$ cat src/rtl/fp_result_collector_pkg.sv
// Shared constants for the floating-point result collector: result width,
// exception flag width and the fflags-style bit position of each flag.
package fp_result_collector_pkg;

    localparam int FP_RESULT_W = 32;
    localparam int FP_FLAGS_W  = 5;

    // Flag bit positions (fflags order: NV DZ OF UF NX, MSB to LSB)
    localparam int F_INEXACT        = 0;
    localparam int F_UNDERFLOW      = 1;
    localparam int F_OVERFLOW       = 2;
    localparam int F_DIVIDE_BY_ZERO = 3;
    localparam int F_INVALID        = 4;

    typedef logic [FP_FLAGS_W-1:0] fp_flags_t;

endpackage

$ cat src/rtl/fp_result_collector_sync_fifo.sv
// fp_sync_fifo: synchronous FIFO with async active-low reset and a registered
// read port. rd_data always shows the current head one cycle after it was
// written and holds its last value while the FIFO is empty.
module fp_sync_fifo #(
    parameter int WIDTH = 37,
    parameter int DEPTH = 2
) (
    input  logic             clk,
    input  logic             rst_n,
    input  logic             wr_en,
    input  logic [WIDTH-1:0] wr_data,
    input  logic             rd_en,
    output logic [WIDTH-1:0] rd_data,
    output logic             full,
    output logic             empty
);

    localparam int AW = (DEPTH > 1) ? $clog2(DEPTH) : 1;
    localparam logic [AW:0] FULL_CNT = (AW+1)'(DEPTH);

    logic [WIDTH-1:0] mem [DEPTH];
    logic [AW-1:0]    wr_ptr_q, wr_ptr_d;
    logic [AW-1:0]    rd_ptr_q, rd_ptr_d;
    logic [AW:0]      count_q, count_d;
    logic [WIDTH-1:0] rd_data_q, rd_data_d;
    logic             do_wr;
    logic             do_rd;

    assign full    = (count_q == FULL_CNT);
    assign empty   = (count_q == '0);
    assign do_wr   = wr_en & ~full;
    assign do_rd   = rd_en & ~empty;
    assign rd_data = rd_data_q;

    // Pointer/occupancy update and next head value for the read register
    always_comb begin
        wr_ptr_d  = wr_ptr_q + AW'(do_wr);
        rd_ptr_d  = rd_ptr_q + AW'(do_rd);
        count_d   = count_q + (AW+1)'(do_wr) - (AW+1)'(do_rd);
        rd_data_d = rd_data_q;
        // Only reload when something will be held; an empty FIFO keeps the last value.
        // A write landing in the new head slot is forwarded since mem is not yet updated.
        if (count_d != '0) begin
            if (do_wr && (wr_ptr_q == rd_ptr_d)) begin
                rd_data_d = wr_data;
            end else begin
                rd_data_d = mem[rd_ptr_d];
            end
        end
    end

    // Storage array, write only; no reset so it can map onto RAM
    always_ff @(posedge clk) begin
        if (do_wr) begin
            mem[wr_ptr_q] <= wr_data;
        end
    end

    // Control and read-data registers
    always_ff @(posedge clk or negedge rst_n) begin
        if (!rst_n) begin
            wr_ptr_q  <= '0;
            rd_ptr_q  <= '0;
            count_q   <= '0;
            rd_data_q <= '0;
        end else begin
            wr_ptr_q  <= wr_ptr_d;
            rd_ptr_q  <= rd_ptr_d;
            count_q   <= count_d;
            rd_data_q <= rd_data_d;
        end
    end

endmodule

$ cat src/rtl/fp_result_collector.sv
// fp_result_collector: buffers results/flags from the FP pipeline in a small
// FIFO, keeps sticky exception flags and a wrapping retired-operation count.
// Optional per-flag saturating statistics when FP_FLAG_STATS_EN is defined.
module fp_result_collector
    import fp_result_collector_pkg::*;
#(
    parameter int DEPTH   = 2,
    parameter int FLAGS_W = FP_FLAGS_W,
    parameter int CNT_W   = 16
) (
    input  logic                   clk,
    input  logic                   rst_n,
    input  logic                   in_valid,
    output logic                   in_ready,
    input  logic [FP_RESULT_W-1:0] in_result,
    input  logic [FLAGS_W-1:0]     in_flags,
    output logic                   out_valid,
    input  logic                   out_ready,
    output logic [FP_RESULT_W-1:0] out_result,
    output logic [FLAGS_W-1:0]     out_flags,
    input  logic                   clear_flags,
    output logic [FLAGS_W-1:0]     sticky_flags,
    output logic [CNT_W-1:0]       retired_cnt
`ifdef FP_FLAG_STATS_EN
    ,
    output logic [FLAGS_W*CNT_W-1:0] flag_hist
`endif
);

    localparam int ENTRY_W = FP_RESULT_W + FLAGS_W;

    logic               fifo_full;
    logic               fifo_empty;
    logic               push;
    logic               pop;
    logic [ENTRY_W-1:0] head;
    logic [FLAGS_W-1:0] sticky_q, sticky_d;
    logic [CNT_W-1:0]   retired_q, retired_d;

    // in_ready depends only on registered occupancy, never on out_ready
    assign in_ready  = ~fifo_full;
    assign out_valid = ~fifo_empty;
    assign push      = in_valid & in_ready;
    assign pop       = out_valid & out_ready;

    fp_sync_fifo #(
        .WIDTH (ENTRY_W),
        .DEPTH (DEPTH)
    ) u_fifo (
        .clk     (clk),
        .rst_n   (rst_n),
        .wr_en   (push),
        .wr_data ({in_result, in_flags}),
        .rd_en   (pop),
        .rd_data (head),
        .full    (fifo_full),
        .empty   (fifo_empty)
    );

    assign out_result   = head[ENTRY_W-1:FLAGS_W];
    assign out_flags    = head[FLAGS_W-1:0];
    assign sticky_flags = sticky_q;
    assign retired_cnt  = retired_q;

    // Sticky flags: clear first so flags pushed on the clearing edge survive
    always_comb begin
        sticky_d  = clear_flags ? '0 : sticky_q;
        if (push) begin
            sticky_d = sticky_d | in_flags;
        end
        retired_d = retired_q + CNT_W'(pop);
    end

    // Sticky flag and retired counter registers
    always_ff @(posedge clk or negedge rst_n) begin
        if (!rst_n) begin
            sticky_q  <= '0;
            retired_q <= '0;
        end else begin
            sticky_q  <= sticky_d;
            retired_q <= retired_d;
        end
    end

`ifdef FP_FLAG_STATS_EN
    localparam logic [CNT_W-1:0] HIST_MAX = '1;

    logic [CNT_W-1:0] hist_q [FLAGS_W];
    logic [CNT_W-1:0] hist_d [FLAGS_W];

    for (genvar gi = 0; gi < FLAGS_W; gi++) begin : g_hist
        // Per-flag saturating counter; clear then count so clear+push gives 1
        always_comb begin
            hist_d[gi] = clear_flags ? '0 : hist_q[gi];
            if (push && in_flags[gi] && (hist_d[gi] != HIST_MAX)) begin
                hist_d[gi] = hist_d[gi] + 1'b1;
            end
        end

        // Counter register
        always_ff @(posedge clk or negedge rst_n) begin
            if (!rst_n) begin
                hist_q[gi] <= '0;
            end else begin
                hist_q[gi] <= hist_d[gi];
            end
        end

        assign flag_hist[gi*CNT_W +: CNT_W] = hist_q[gi];
    end
`endif

endmodule

$ cat config.mk
export PLATFORM = sky130hd
export DESIGN_NAME = fp_result_collector
export DESIGN_NICKNAME = d
export VERILOG_FILES = /design/src/rtl/fp_result_collector_pkg.sv /design/src/rtl/fp_result_collector_sync_fifo.sv /design/src/rtl/fp_result_collector.sv
export SDC_FILE = /design/constraint.sdc
export NUM_CORES = 1
export LEC_CHECK = 0
export CORE_ASPECT_RATIO = 2
export CORE_UTILIZATION = 24
export DETAILED_ROUTE_END_ITERATION = 16
export SLEW_MARGIN = 0
export SYNTH_ARGS = -nofsm -noshare
export SYNTH_HDL_FRONTEND = slang
export SYNTH_SLANG_ARGS = --single-unit
$ cat constraint.sdc
create_clock -name clk -period 3 [get_ports clk]
set_input_delay 0.6 -clock clk [delete_from_list [all_inputs] [get_ports clk]]
set_output_delay 0.6 -clock clk [all_outputs]
set_load 0.02 [all_outputs]
==> results of run 1 <==
## stage by stage
step / cell area, µm² / setup slack [ns] / utilization, % / hold slack (ns)
6_report: 7699 / 0.3883 / 33.28 / 0.2930
5_1_grt: 7699 / 0.2361 / 33.28 / 0.3414
4_1_cts: 7696 / 0.4046 / 33.27 / 0.3110
3_5_place_dp: 7082 / -0.02427 / 30.62 / 0.4701
3_3_place_gp: 7082 / -0.01663 / 30.62 / 0.4710
2_1_floorplan: 5630 / 0.3602 / - / 0.3044
## logic make-up (layout without fill, tap and decap cells)
| family | count (synthesis) | after routing | synth area share (%) |
|---|---|---|---|
| AO/OA/AOI/OAI | 119 | 119 | 14.13 |
| XOR/XNOR | 17 | 17 | 3.178 |
| adder cells (fa/ha/maj) | 7 | 7 | 1.555 |
| buffers and inverters | 47 | 168 | 4.333 |
| flip-flops | 136 | 136 | 67.02 |
| multiplexers | 1 | 1 | 0.1778 |
| other | 0 | 1 | 0 |
| AND/OR/NAND/NOR | 108 | 108 | 9.600 |
## state kept, by name (all words and copies together) (netlist names)
| signal | flops |
|---|---|
| sticky_flags | 5 |
| u_fifo.wr_ptr_q | 1 |
| u_fifo.mem | 74 |
| retired_cnt | 16 |
| u_fifo.rd_data | 37 |
| u_fifo.count_q | 2 |
| u_fifo.rd_ptr_q | 1 |
## layer usage
metal,vias up,global-route usage [%]
met3,28,2.386
met1,2033,14.85
met5,-,0
met2,135,24.76
li1,1874,-
met4,0,8.596
## Yosys cell counts (4+ instances only)
library cell	n
edfxtp_1	74
dfrtp_1	62
nand2_1	49
or3_1	38
a21oi_1	37
o41ai_1	37
a31oi_1	35
clkbuf_1	12
inv_1	12
buf_2	11
xnor2_1	11
ha_1	7
nand3_1	7
o21ai_0	7
buf_4	6
and3_1	4
buf_6	4
xor2_1	4
## placed cells by master, fill, tap and decap left out, drive strengths merged, types with 11 or more instances in the layout
master and count:
clkdlybuf4s50 100, clkbuf 17, xnor2 11, a21oi 37, dfrtp 62, a31oi 37
edfxtp 74, o41ai 37, buf 23, or3 38, nand2 49, inv 19
## worst paths after layout
kind,from,endpoint,slack (ns)
setup / recovery,out_ready,u_fifo.rd_data[8],0.39
hold / removal,rst_n,u_fifo.rd_data[26],0.29
setup reg to reg,u_fifo.count_q[1],u_fifo.rd_data[8],0.44
hold reg to reg,retired_cnt[15],retired_cnt[15],0.48
max in group asynchronous,rst_n,u_fifo.rd_data[8],2.13
min in group clk,retired_cnt[15],retired_cnt[15],0.48
## layout make-up
| cell class | count | share of cell area, % |
|---|---|---|
| Tap cell | 283 | 4.599 |
| Timing Repair Buffer | 123 | 16.38 |
| Sequential cell | 136 | 49.02 |
| Clock buffer | 17 | 5.526 |
| Inverter | 13 | 0.6338 |
| Multi-Input combinational cell | 252 | 21.36 |
| Clock inverter | 15 | 2.454 |
| Antenna cell | 1 | 0.03250 |
## worst max-delay path, cell delays in order
cell and delay (ns):
clkdlybuf4s50_1 0.41, o21ai_0 0.11, inv_1 0.09, ha_1 0.28
inv_1 0.04, ha_1 0.20, xor3_2 0.48, buf_12 0.20
or3_1 0.31, o41ai_1 0.07, a31oi_1 0.09
## where the power goes
| part | total [mW] | switching [mW] | internal [mW] |
|---|---|---|---|
| Combinational | 5.19 | 3.00 | 2.18 |
| Sequential | 3.02 | 0.364 | 2.66 |
| Clock | 2.17 | 0.847 | 1.32 |
==> run_results.csv, run 1 <==
group,metric,value,unit
setup_path,crit_type,"in -> reg",
placed_design,placed_cells,807,
logic_synthesis,ys_types,32,
floorplan,ioPinCount,102,
cts,clk_pin_slew_worst_paths,0.06,ns
setup_path,crit_fanout,24,
logic_synthesis,ys_ff_latch,136,
grt,grt_antenna_before_repair,1,
cts,cts.sinks,136,
cts,cts_tree,"yes",
run,drv_cap,0,
grt,grt-ovfl-total,0,
logic_synthesis,syn_area,5630,µm²
timing,period_needed,2.612,ns
detailed_routing,drt-vias-per-instance,4.845,
pwr,leakage,2.834,nW
setup_path,worst_setup_path_start_kind,"input port",
cts,cts_buffer_depth,2,
placed_design,io_buffers,101,
grt,first_global_vias,4197,
floorplan,num_rows,79,
floorplan,die_w,110.3,µm
detailed_routing,finalWirelength,15.82,mm
cts,ctsResizeCount,0,
placed_design,dp_hpwl,10.32,mm
cts,post-cts-setup-buffer-count,0,
timing,setup_viol,0,
logic_synthesis,yosysWarnings,0,
cts,holdBufCountCts,0,
timing,slew_viol_final,0,
pwr,power,10.38,mW
cts,clock_latency,0.42,ns
pwr,p_per_area,1348,nW/µm²
pwr,vdd_ir_drop_max,658.2,µV
detailed_routing,drc_errors,0,
timing,rsz0062_at_grt,"no",
detailed_routing,m1WireLength,5.561,mm
floorplan,initial_utilization,24.34,%
grt,grt_max_degree,63,
setup_path,r2r_cells,10,
final_layout,final_nets,592,
detailed_routing,dr.first_iter.drc_count,287,
timing,fin_crit_sh,87.06,%
cts,cts_made_buffers,17,
detailed_routing,final_antenna_net_count,0,
grt,grt_first_pass_wirelength,24.29,mm
cts,root_buffer,"clkbuf_16",
min_path,min_path_type,"in -> async",
logic_synthesis,synth_area_per_cell,12.94,µm²
outcome,status,"completed",
final_layout,fillers,2295,
detailed_routing,wire_per_inst,18.83,µm
placed_design,place.gp.congestion,0.7746,
floorplan,fp.dieArea,24110,µm²
floorplan,die_y,218.6,µm
cts,htreeDepth,4,
final_layout,finalNonFillerCells,840,
floorplan,core_area,23130,µm²
final_layout,drive_above_1_share,11.87,%
logic_synthesis,async_flop_share,45.59,%
final_layout,multi_input_area,1644,µm²
logic_synthesis,synth_top_area_share,39.47,%
timing,hold_violations,0,
setup_path,crit_path_end_kind,"flip-flop",
setup_path,crit_required,3.28,ns
logic_synthesis,synth_flop_cell,"edfxtp_1",
logic_synthesis,synth_edf_count,74,
timing,skew,0.01098,ns
timing,max_slew.worst_pin.slew,0.8733,ns
logic_synthesis,post_synth_inst_count,435,
detailed_routing,maxUsedRoutingLayer,"met4",
detailed_routing,wl_met3,793,µm
logic_synthesis,synthTopCellsByArea,"edfxtp_1, dfrtp_1, o41ai_1, or3_1, a31oi_1",
logic_synthesis,ys_seq_area_share,67.02,%
timing,max_freq,382.9,MHz
logic_synthesis,synthesis.nets,484,
detailed_routing,dr_wl_met2,8.828,mm
detailed_routing,vias,4070,
timing,tns,0,ns
detailed_routing,firstDrtPassIters,4,
timing,max_slew_margin,41.78,%
final_layout,area_delta_synth_final,36.73,%
logic_synthesis,synth_top_area_cell,"edfxtp_1",
final_layout,seq_area,3774,µm²
setup_path,arrival,2.89,ns
grt,grt_use_total,13.93,%
Power figures use the tool's default switching activity.
==> run 2, diff against run 1 <==
clock period = 2.8 ns   (was 3 ns; I/O delays follow)
==> run 2 against run 1 <==
  * Final cell count unchanged
  * Clock power up 9.2%
  * Non-clock buffer count up 1
  * Flip-flop and latch count unchanged
  * Count of clock-buffer cells in the layout unchanged
  * Sequential share of layout area down 0.19 points
  * Critical path type unchanged
==> run_results.csv, run 2 (synthesis gave the netlist of run 1 again) <==
group,metric,value,unit
pwr,p_per_area,1451,nW/µm²
detailed_routing,finalWirelength,15.73,mm
cts,htreeDepth,4,
final_layout,mostFrequentLayoutCells,"clkdlybuf4s50_1, edfxtp_1, dfrtp_1",
cts,cts_tree,"yes",
detailed_routing,drc_errors,0,
timing,max_slew_margin,41.46,%
cts,cts.sinks,136,
run,drv_cap,0,
grt,first_global_vias,4373,
cts,clock_latency,0.43,ns
setup_path,crit_path_end_kind,"flip-flop",
placed_design,place_ws,-0.1818,ns
grt,grt_use_total,13.96,%
detailed_routing,drt-vias-per-instance,4.854,
final_layout,drive_above_1_share,11.85,%
floorplan,core_area,23130,µm²
placed_design,dp_hpwl,10.34,mm
pwr,comb_power_share,49.9,%
grt,grt_antenna_before_repair,0,
timing,fin_crit_sh,90.42,%
final_layout,layout_commonest_cell,"clkdlybuf4s50_1",
cts,cts_made_buffers,17,
detailed_routing,dr.first_iter.drc_count,191,
setup_path,crit_type,"in -> reg",
floorplan,ioPinCount,102,
cts,post-cts-setup-buffer-count,0,
grt,grt_first_pass_wirelength,24.41,mm
timing,slew_viol_final,0,
detailed_routing,wire_per_inst,18.73,µm
placed_design,place.gp.congestion,0.7523,
detailed_routing,vias,4077,
floorplan,num_rows,79,
final_layout,finalNonFillerCells,840,
setup_path,crit_fanout,9,
cts,clk_pin_slew_worst_paths,0.06,ns
timing,worst_slack,0.2683,ns
timing,setup_viol,0,
pwr,vdd_ir_drop_max,621.6,µV
floorplan,initial_utilization,24.34,%
pwr,clock_power_share,21.2,%
final_layout,fillers,2318,
floorplan,die_y,218.6,µm
final_layout,final_nets,593,
cts,ctsResizeCount,0,
placed_design,placed_cell_area,7102,µm²
cts,holdBufCountCts,0,
pwr,p_seq_share,29.0,%
cts,root_buffer,"clkbuf_16",
setup_path,crit_required,3.10,ns
setup_path,worst_setup_path_start_kind,"input port",
timing,max_slew.worst_pin.slew,0.8781,ns
pwr,p_int,6.718,mW
final_layout,antenna_cells,0,
detailed_routing,firstDrtPassIters,4,
floorplan,die_w,110.3,µm
final_layout,top_register,"u_fifo.mem",
final_layout,largest_reg_flops,74,
pwr,switching_share,40.09,%
final_layout,stdcell_area,7729,µm²
placed_design,placed_cells,808,
timing,rsz0062_at_grt,"no",
placed_design,io_buffers,101,
grt,grt-ovfl-total,0,
pwr,switching_power,4.496,mW
timing,max_freq,395.0,MHz
grt,grt_max_degree,63,
timing,period_needed,2.532,ns
final_layout,area_delta_synth_final,37.27,%
final_layout,seq_area,3774,µm²
outcome,status,"completed",
final_layout,multi_input_area,1644,µm²
pwr,leakage,2.843,nW
detailed_routing,final_antenna_net_count,0,
timing,skew,0.007802,ns
setup_path,arrival,2.83,ns
min_path,min_path_type,"in -> async",
timing,hold_violations,0,
floorplan,fp.dieArea,24110,µm²
cts,cts_buffer_depth,2,
-- run 2: layout make-up --
class | instances | area share (%)
clock inverter | 15 | 2.606
clock buffer | 17 | 5.504
sequential | 136 | 48.83
timing repair buffer | 124 | 16.58
multi-input combinational | 252 | 21.27
inverter | 13 | 0.6314
tap | 283 | 4.582
-- run 2: metal layers --
metal / up-vias / wire [µm] / track usage [%] / share of wire [%]
met2: 126 / 8843 / 25.18 / 56
met5: - / 0 / 0 / 0
met1: 2047 / 5645 / 14.20 / 36
met4: 0 / 601 / 8.114 / 3.8
li1: 1874 / - / - / -
met3: 30 / 643 / 3.251 / 4.1
-- run 2: critical path, cell delays in order --
cell and delay [ns]:
clkdlybuf4s50_1 0.42, o21ai_0 0.11, inv_1 0.09, ha_1 0.28
inv_1 0.04, ha_1 0.20, xor3_2 0.46, buf_4 0.20
or3_1 0.32, o41ai_1 0.08, a31oi_1 0.08
-- run 2: worst paths after layout --
| kind | startpoint | to | slack (ns) | depth (start not counted) |
|---|---|---|---|---|
| worst max-delay path | out_ready | u_fifo.rd_data[25] | 0.27 | 11 |
| worst min-delay path | rst_n | u_fifo.rd_data[29] | 0.23 | 1 |
| worst max register to register | u_fifo.count_q[1] | u_fifo.rd_data[25] | 0.28 | 10 |
| worst min register to register | retired_cnt[15] | retired_cnt[15] | 0.49 | 1 |
| max in group asynchronous | rst_n | u_fifo.rd_data[13] | 1.97 | 1 |
| min in group clk | retired_cnt[15] | retired_cnt[15] | 0.49 | 1 |
-- run 2: stage by stage --
step	setup TNS, ns	utilization, %	power, mW	hold WS (ns)
floorplan	0	-	6.643	0.2644
global placement	-3.949	30.70	8.804	0.4760
detailed placement	-5.560	30.70	8.917	0.4794
CTS	0	33.41	11.32	0.2742
global route	0	33.41	11.94	0.3102
finish	0	33.41	11.21	0.2304
-- run 2: power by group through the flow --
stage                     Combinational (mW)  Clock (mW)  Sequential [mW]
final                                   5.59        2.37             3.25
after global routing                    6.14        2.49             3.30
after CTS                               5.65        2.42             3.25
after detailed placement                5.64           0             3.28
after global placement                  5.54           0             3.27
after floorplan                         3.09           0             3.56
